**src/rtl/duc_rate_sequencer.sv**
```systemverilog
// Strobe and rate sequencer for the TX DUC chain: CIC divider followed by
// NUM_HB optional x2 halfband stages, with shadowed rate settings.
module duc_rate_sequencer #(
  parameter logic [7:0] BASE      = 8'd0,
  parameter int         CIC_WIDTH = 8,
  parameter int         NUM_HB    = 2,
  parameter int         CNT_WIDTH = 16
) (
  input  logic                 clk,
  input  logic                 rst,
  input  logic                 clr,
  input  logic                 set_stb,
  input  logic [7:0]           set_addr,
  input  logic [31:0]          set_data,
  input  logic                 run,
  input  logic                 sample_valid,
  output logic                 strobe_cic,
  output logic [NUM_HB-1:0]    strobe_hb,
  output logic                 strobe_in,
  output logic                 underrun,
  output logic [CNT_WIDTH-1:0] underrun_count,
  output logic [CIC_WIDTH-1:0] active_rate,
  output logic [NUM_HB-1:0]    active_hb_en,
  output logic                 cfg_pending
);

  localparam logic [CIC_WIDTH-1:0] L_ONE = CIC_WIDTH'(1);

  logic [CIC_WIDTH-1:0] r_act_rate;
  logic [CIC_WIDTH-1:0] r_pend_rate;
  logic [CIC_WIDTH-1:0] r_cic_cnt;
  logic [NUM_HB-1:0]    r_act_hb;
  logic [NUM_HB-1:0]    r_pend_hb;
  logic [NUM_HB-1:0]    r_hb_ph;
  logic                 r_pend;
  logic                 r_strobe_cic;
  logic [NUM_HB-1:0]    r_strobe_hb;
  logic                 r_underrun;
  logic [CNT_WIDTH-1:0] r_ucnt;

  logic                 w_wr;
  logic [CIC_WIDTH-1:0] w_wr_rate;
  logic                 w_run;
  logic                 w_t_cic;
  logic [NUM_HB-1:0]    w_gate;
  logic [NUM_HB-1:0]    w_t_hb;
  logic [NUM_HB-1:0]    w_t_pre;
  logic                 w_t_in;
  logic                 w_starve;
  logic                 w_commit;

  assign w_wr      = set_stb && (set_addr == BASE);
  assign w_wr_rate = (set_data[CIC_WIDTH-1:0] == '0) ? L_ONE
                                                     : set_data[CIC_WIDTH-1:0];
  assign w_run     = run && !clr;
  assign w_t_cic   = w_run && (r_cic_cnt == '0);

  // A stage passes a terminal when bypassed or on its second input terminal
  assign w_gate = ~r_act_hb | r_hb_ph;

  for (genvar k = 0; k < NUM_HB; k++) begin : g_hb
    assign w_t_hb[k] = w_t_cic & (&w_gate[k:0]);
    if (k == 0) begin : g_first
      assign w_t_pre[k] = w_t_cic;
    end else begin : g_next
      assign w_t_pre[k] = w_t_hb[k-1];
    end
  end

  assign w_t_in   = w_t_hb[NUM_HB-1];
  assign w_starve = w_t_in && !sample_valid;
  // A coinciding write keeps the newer value pending
  assign w_commit = r_pend && !w_wr && (w_t_in || !run);

  always_ff @(posedge clk or posedge rst) begin
    if (rst) begin
      r_pend_rate <= L_ONE;
      r_pend_hb   <= '1;
      r_pend      <= 1'b0;
      r_act_rate  <= L_ONE;
      r_act_hb    <= '1;
    end else begin
      if (w_wr) begin
        r_pend_rate <= w_wr_rate;
        r_pend_hb   <= set_data[CIC_WIDTH +: NUM_HB];
        r_pend      <= 1'b1;
      end else if (w_commit) begin
        r_pend      <= 1'b0;
      end
      if (w_commit) begin
        r_act_rate <= r_pend_rate;
        r_act_hb   <= r_pend_hb;
      end
    end
  end

  always_ff @(posedge clk or posedge rst) begin
    if (rst) begin
      r_cic_cnt <= '0;
      r_hb_ph   <= '0;
    end else if (w_commit) begin
      r_cic_cnt <= r_pend_rate - L_ONE;
      r_hb_ph   <= '0;
    end else if (!w_run) begin
      r_cic_cnt <= r_act_rate - L_ONE;
      r_hb_ph   <= '0;
    end else begin
      r_cic_cnt <= w_t_cic ? (r_act_rate - L_ONE) : (r_cic_cnt - L_ONE);
      r_hb_ph   <= r_hb_ph ^ (w_t_pre & r_act_hb);
    end
  end

  always_ff @(posedge clk or posedge rst) begin
    if (rst) begin
      r_strobe_cic <= 1'b0;
      r_strobe_hb  <= '0;
      r_underrun   <= 1'b0;
      r_ucnt       <= '0;
    end else begin
      r_strobe_cic <= w_t_cic;
      r_strobe_hb  <= w_t_hb;
      r_underrun   <= w_starve;
      if (clr) begin
        r_ucnt <= '0;
      end else if (w_starve && (r_ucnt != '1)) begin
        r_ucnt <= r_ucnt + CNT_WIDTH'(1);
      end
    end
  end

  assign strobe_cic     = r_strobe_cic;
  assign strobe_hb      = r_strobe_hb;
  assign strobe_in      = r_strobe_hb[NUM_HB-1];
  assign underrun       = r_underrun;
  assign underrun_count = r_ucnt;
  assign active_rate    = r_act_rate;
  assign active_hb_en   = r_act_hb;
  assign cfg_pending    = r_pend;

endmodule

```
**config.mk**
```make
export PLATFORM = sky130hd
export DESIGN_NAME = duc_rate_sequencer
export DESIGN_NICKNAME = d
export VERILOG_FILES = /design/src/rtl/duc_rate_sequencer.sv
export SDC_FILE = /design/constraint.sdc
export NUM_CORES = 1
export LEC_CHECK = 0
export CAP_MARGIN = 5
export CORE_MARGIN = 2
export CORE_UTILIZATION = 41
export DETAILED_ROUTE_END_ITERATION = 10
export PLACE_DENSITY = 0.74
export SYNTH_ARGS = -nofsm -noshare
export SYNTH_HDL_FRONTEND = slang
export SYNTH_SLANG_ARGS = --single-unit
```
**constraint.sdc**
```tcl
create_clock -name clk -period 6.15 [get_ports clk]
set_input_delay 1.23 -clock clk [delete_from_list [all_inputs] [get_ports clk]]
set_output_delay 1.23 -clock clk [all_outputs]
set_load 0.05 [all_outputs]
```
[Yosys cells after proc, flatten, opt, wreduce, memory -nomap -nowiden]
Cells that the tools add are included.
Operators by class
  add/subtract/negate cells: 4
  multiply operators: 0
  divide/modulo/power cells: 0
  magnitude comparators: 0
  equality and inequality tests: 1
  shift-type cells: 0
  muxes and demuxes: 10
  bitwise gates (word level): 6
  reduce and logical (&&, ||, !) cells: 18
Operator list (count)
  $mux W16: 2
  $mux W8: 4
  $logic_not A8 Y1: 3
  $sub A8 B1 Y8 const B: 3
  $add A16 B1 Y16 const B: 1
  $ne A16 B16 Y1 const B: 1
  $logic_and A1 B1 Y1: 7
  $logic_not A1 Y1: 4
  $mux W2: 2
  $reduce_bool A2 Y1: 2
  $and A1 B1 Y1: 2
  $and A2 B2 Y2: 1
  $mux W1: 2
  $not A2 Y2: 1
  $or A2 B2 Y2: 1
  $reduce_and A2 Y1: 1
  $xor A2 B2 Y2: 1
  $logic_or A1 B1 Y1: 1
Word-level totals
  register bits after elaboration: 51
  bits in latches: 0
  bits in writable memories: 0
  ROM bits: 0
  logic and storage cells: 50
  memories kept: 0

[Longest topological paths before layout]
  word-level depth: 8
  depth in mapped cells: 9
  mapped depth without buffers: 7

[Worst setup path after synthesis]
No wires, ideal clock.
  kind: input-to-reg
  from: in clr
  to: reg r_ucnt[4], in the netlist underrun_count[4]
  setup time: 0.136 ns
  arrival time: 2.586 ns
  required time: 6.014 ns
  path slack: 3.428 ns
  cell stages on the path: 8
  path buffers: 3
  path through: buf_6 nor2b_4 o2111ai_4 a211o_4 buf_6 clkbuf_1 o31ai_1 a21oi_1
Between the ends
  longest elaborated chain between the ends: 7
  elaborated cells on any way between the ends: 8
RTL lines
  from (decl): line 11  | input logic clr,
  $logic_not A1 Y1: line 55  | assign w_run = run && !clr;
  $logic_and A1 B1 Y1: line 55
  $logic_and A1 B1 Y1: line 56  | assign w_t_cic = w_run && (r_cic_cnt == '0);
  $and A1 B1 Y1: line 62  | assign w_t_hb[k] = w_t_cic & (&w_gate[k:0]);
  $logic_and A1 B1 Y1: line 71  | assign w_starve = w_t_in && !sample_valid;
  $logic_and A1 B1 Y1: line 125  | end else if (w_starve && (r_ucnt != '1)) begin
  $reduce_bool A2 Y1 (no source line)
  to (signal assigned): line 126  | r_ucnt <= r_ucnt + CNT_WIDTH'(1);
  to (decl): line 39  | logic [CNT_WIDTH-1:0] r_ucnt;
Several ways; a longest one is shown, not always the timed one.
A chain may end at the register's enable or synchronous reset.

[Final worst setup path]
  from: in clr
  to: reg r_act_rate[2], in the netlist active_rate[2]
Between the ends
  longest elaborated chain between the ends: 6
RTL lines
  $logic_not A1 Y1: line 55
  $logic_and A1 B1 Y1: line 55
  $logic_and A1 B1 Y1: line 56
  $and A1 B1 Y1: line 62
  $logic_or A1 B1 Y1: line 73  | assign w_commit = r_pend && !w_wr && (w_t_in || !run);
  $logic_and A1 B1 Y1: line 73
  to (signal assigned): line 91  | r_act_rate <= r_pend_rate;
  to (decl): line 29  | logic [CIC_WIDTH-1:0] r_act_rate;
Every way passes these cells.

==> key figures <==
Cells and area
  – N_diodes: 0
  – Commonest non-fill, non-tap cell in the layout: clkdlybuf4s50_1
  – Area Overhead vs Synth: 26.58%
  – Nets: between 300 and 400
  – Fraction of layout cells with a size suffix above 1: 12.58%
  – Most frequent cells in the layout: clkdlybuf4s50_1, dfrtp_1, mux2_2, a21oi_1, nand2_1

Setup path
  – Worst Path Arrival: approximately 4200 ps
  – Critical-path top delay cell: nand3_1
  – Maximum fanout along the worst path: 20
  – Slowest stage delay, CP: 780 ps
  – Critical path type: input port to register
  – CP endpoint kind: register
  – R2r startpoint: r_cic_cnt[0]
  – Worst-path cell chain: clkdlybuf4s50_1 > nor2b_4 > o2111ai_4 > o21ai_0 > nand3_1 > mux2_2
  – CP required: roughly 6300 ps
  – CP startpoint kind: input port
  – Crit path launch: clr
  – R2r setup slk: about 3300 ps

Clock network
  – CTS Sinks: 51
  – Clk pin slew, worst setup/hold paths: about 100 ps
  – Postcts setup bufs: 0
  – Clock tree root buffer cell: clkbuf_8
  – Cts bufs inserted: 5
  – Hold Buf Count CTS: 0
  – Htree depth: 2
  – CTS tree: built
  – Resized cells post-CTS: 0
  – Skew-Pair Late Insertion Delay: ~310 ps
  – Clock Path Buffers: 2

Route
  – Via-to-Cell Ratio: ~5.3
  – WL/cell: 14.49 um
  – DRT Pass-1 Iters: 4
  – Total number of vias: around 2,100
  – First DRT Iteration DRCs: around 120
  – ANT nets after route: 0
  – Aggregate routed wire length: between 5000 and 6000 um
  – Number of remaining DRC errors: 0

Yosys
  – Post-synthesis compound-gate area fraction: 9.624%
  – Largest cells by area after synthesis: dfrtp_1, mux2_2, dfstp_2, mux2i_1, xnor2_1
  – Cells after Synth: between 200 and 300
  – Distinct cells, synth: 40
  – Largest family of logic cells by synthesized area: simple AND/OR/NAND/NOR gates
  – Area share of the leading cell type in the synthesized netlist: 41.25%
  – Seq cells post-synth: between 50 and 60
  – Register area share after synthesis: roughly 47%
  – Mux cell area share after synthesis: approximately 12%
  – Simple-gate share of the synthesized area: around a fifth
  – Post-Syn Area: roughly 2700 um2
  – Adder-Cell Fraction of Synth Area: 1.833%
  – Yosys top cell by area: dfrtp_1
  – Net count after synthesis: 306
  – Synth async-reset ratio: 100.0%
  – Post-synth EDFFs: 0
  – Synth Flop Type: dfrtp_1
  – Warnings from Yosys: 0
  – Post-synthesis xor/xnor area fraction: around 5.5%
  – Avg Inst Size Synth: between 10 and 15 um2

Floorplan
  – Chip height: about 86 um
  – Core area: about 6400 um2
  – Rows: 29
  – Die ar.: ~7300 um2
  – I/O Pins: 78
  – Die X-Extent: between 80 and 90 um
  – Initial Util: ~43%

Pwr
  – Final Power: about 750 uW
  – Peak supply drop: between 0.1 and 0.15 mV
  – Pleak: between 0.001 and 0.0015 uW
  – Power Density: between 200 and 250 nW/um2

Global routing
  – Total GRT Usage: 16.50%
  – Initial antenna violation count: 0
  – Largest net degree at the start of global routing: 52
  – GRT overflow: 0
  – Vias in the first global route: a little over 2,000
  – First-pass GRT wire length: 9660 um

STA
  – # setup viols final: 0
  – RSZ-0062 raised after global routing: false
  – Final slew viol count: 0
  – Relative slew slack: between 30% and 40%
  – Final Hold Vio Count: 0
  – Final Critical Period: roughly 4000 ps
  – Setup Skew: approximately 15 ps
  – Worst Tran Pin Value: 1034 ps
  – Final setup TNS: 0 ps
  – Peak Freq: 249.7 MHz
  – Fin crit share: about two thirds

Hold path
  – HP Start: r_pend_rate[0]
  – HP Class: register to register

Placed design
  – DP Wirelength: 4027 um
  – Routability cong.: between 0.8 and 0.9
  – Buffers on Ports: 55

Flow run
  – Max_cap viols: 0

Status
  – Status: finished clean
## cells in the mapped netlist, types with 2 or more instances
library cell	n
dfstp_2	6
or4_1	11
or3_1	6
nand2b_1	4
xor2_1	7
nand2_1	14
nor2_1	11
o21ai_0	12
nand4_1	2
ha_1	4
and4_1	2
nand3b_1	3
nand3_1	8
o31ai_1	9
mux2i_1	13
a21oi_1	14
dfrtp_1	45
xnor2_1	10
nor4_1	5
and2_1	6
mux2_2	18
nor3_1	8
buf_6	2
inv_1	12
and3_1	5
clkbuf_1	5
## per-layer routing
metal / vias up / share of wire, % / GRT usage (%)
li1: 1026 / - / -
met1: 992 / 48 / 22.35
met2: 39 / 47 / 26.56
met3: 7 / 3.6 / 3.080
met4: 0 / 1.6 / 5.916
met5: - / 0 / 0
## kinds of logic (layout without fill, tap and decap cells)
logic type / count (synthesis) / in the layout
simple gates: 92 / 92
mux: 31 / 31
buf+inv: 21 / 75
fa+ha+maj: 4 / 4
compound gates: 40 / 40
flops: 51 / 51
xor+xnor: 17 / 17
## per-stage QoR
stage               cell area [um2]  worst slack (ps)  cells  util, %  hold WS [ps]
global placement               3323              1732    379    52.04         524.4
CTS                            3456              2090    387    54.11         545.6
detailed placement             3323              1771    379    52.04         522.2
finish                         3456              2144    387    54.11         531.3
floorplan                      2730              3428    256        -         499.8
global route                   3456              1854    387    54.11         579.1
## sequential cells by signal, indices dropped and copies added, names as in the netlist
register and flops:
active_hb_en 2, active_rate 8, cfg_pending 1, strobe_cic 1, underrun 1, r_pend_rate 8, r_cic_cnt 8, r_hb_ph 2
underrun_count 16, strobe_hb 2, r_pend_hb 2
## cell type report
class | count | area, um2
Timing Repair Buffer | 55 | 550.5
Clock buffer | 6 | 72.57
Sequential cell | 51 | 1284
Clock inverter | 2 | 60.06
Multi-Input combinational cell | 184 | 1348
Fill cell | 583 | 2930
Tap cell | 77 | 96.34
Inverter | 12 | 45.04
## critical path, delay by kind of cell
family          cells  cell delay [ps]
buf+inv             1              770
simple gates        2             1100
compound gates      2              520
mux                 1              560
## where the power goes
part | internal (uW) | switching (uW)
registers | 348 | 13.0
clock network | 163 | 114
logic | 49.3 | 60.6
total | 560 | 188
## final timing paths
path                       cells after the start                end
max                                            6     active_rate[2]
min                                            1       r_cic_cnt[0]
max reg2reg                                    7     active_rate[2]
min reg2reg                                    1       r_cic_cnt[0]
max in group asynchronous                      2  underrun_count[5]
min in group asynchronous                      2  underrun_count[4]
Note: power is estimated with default switching activity, not from simulation.
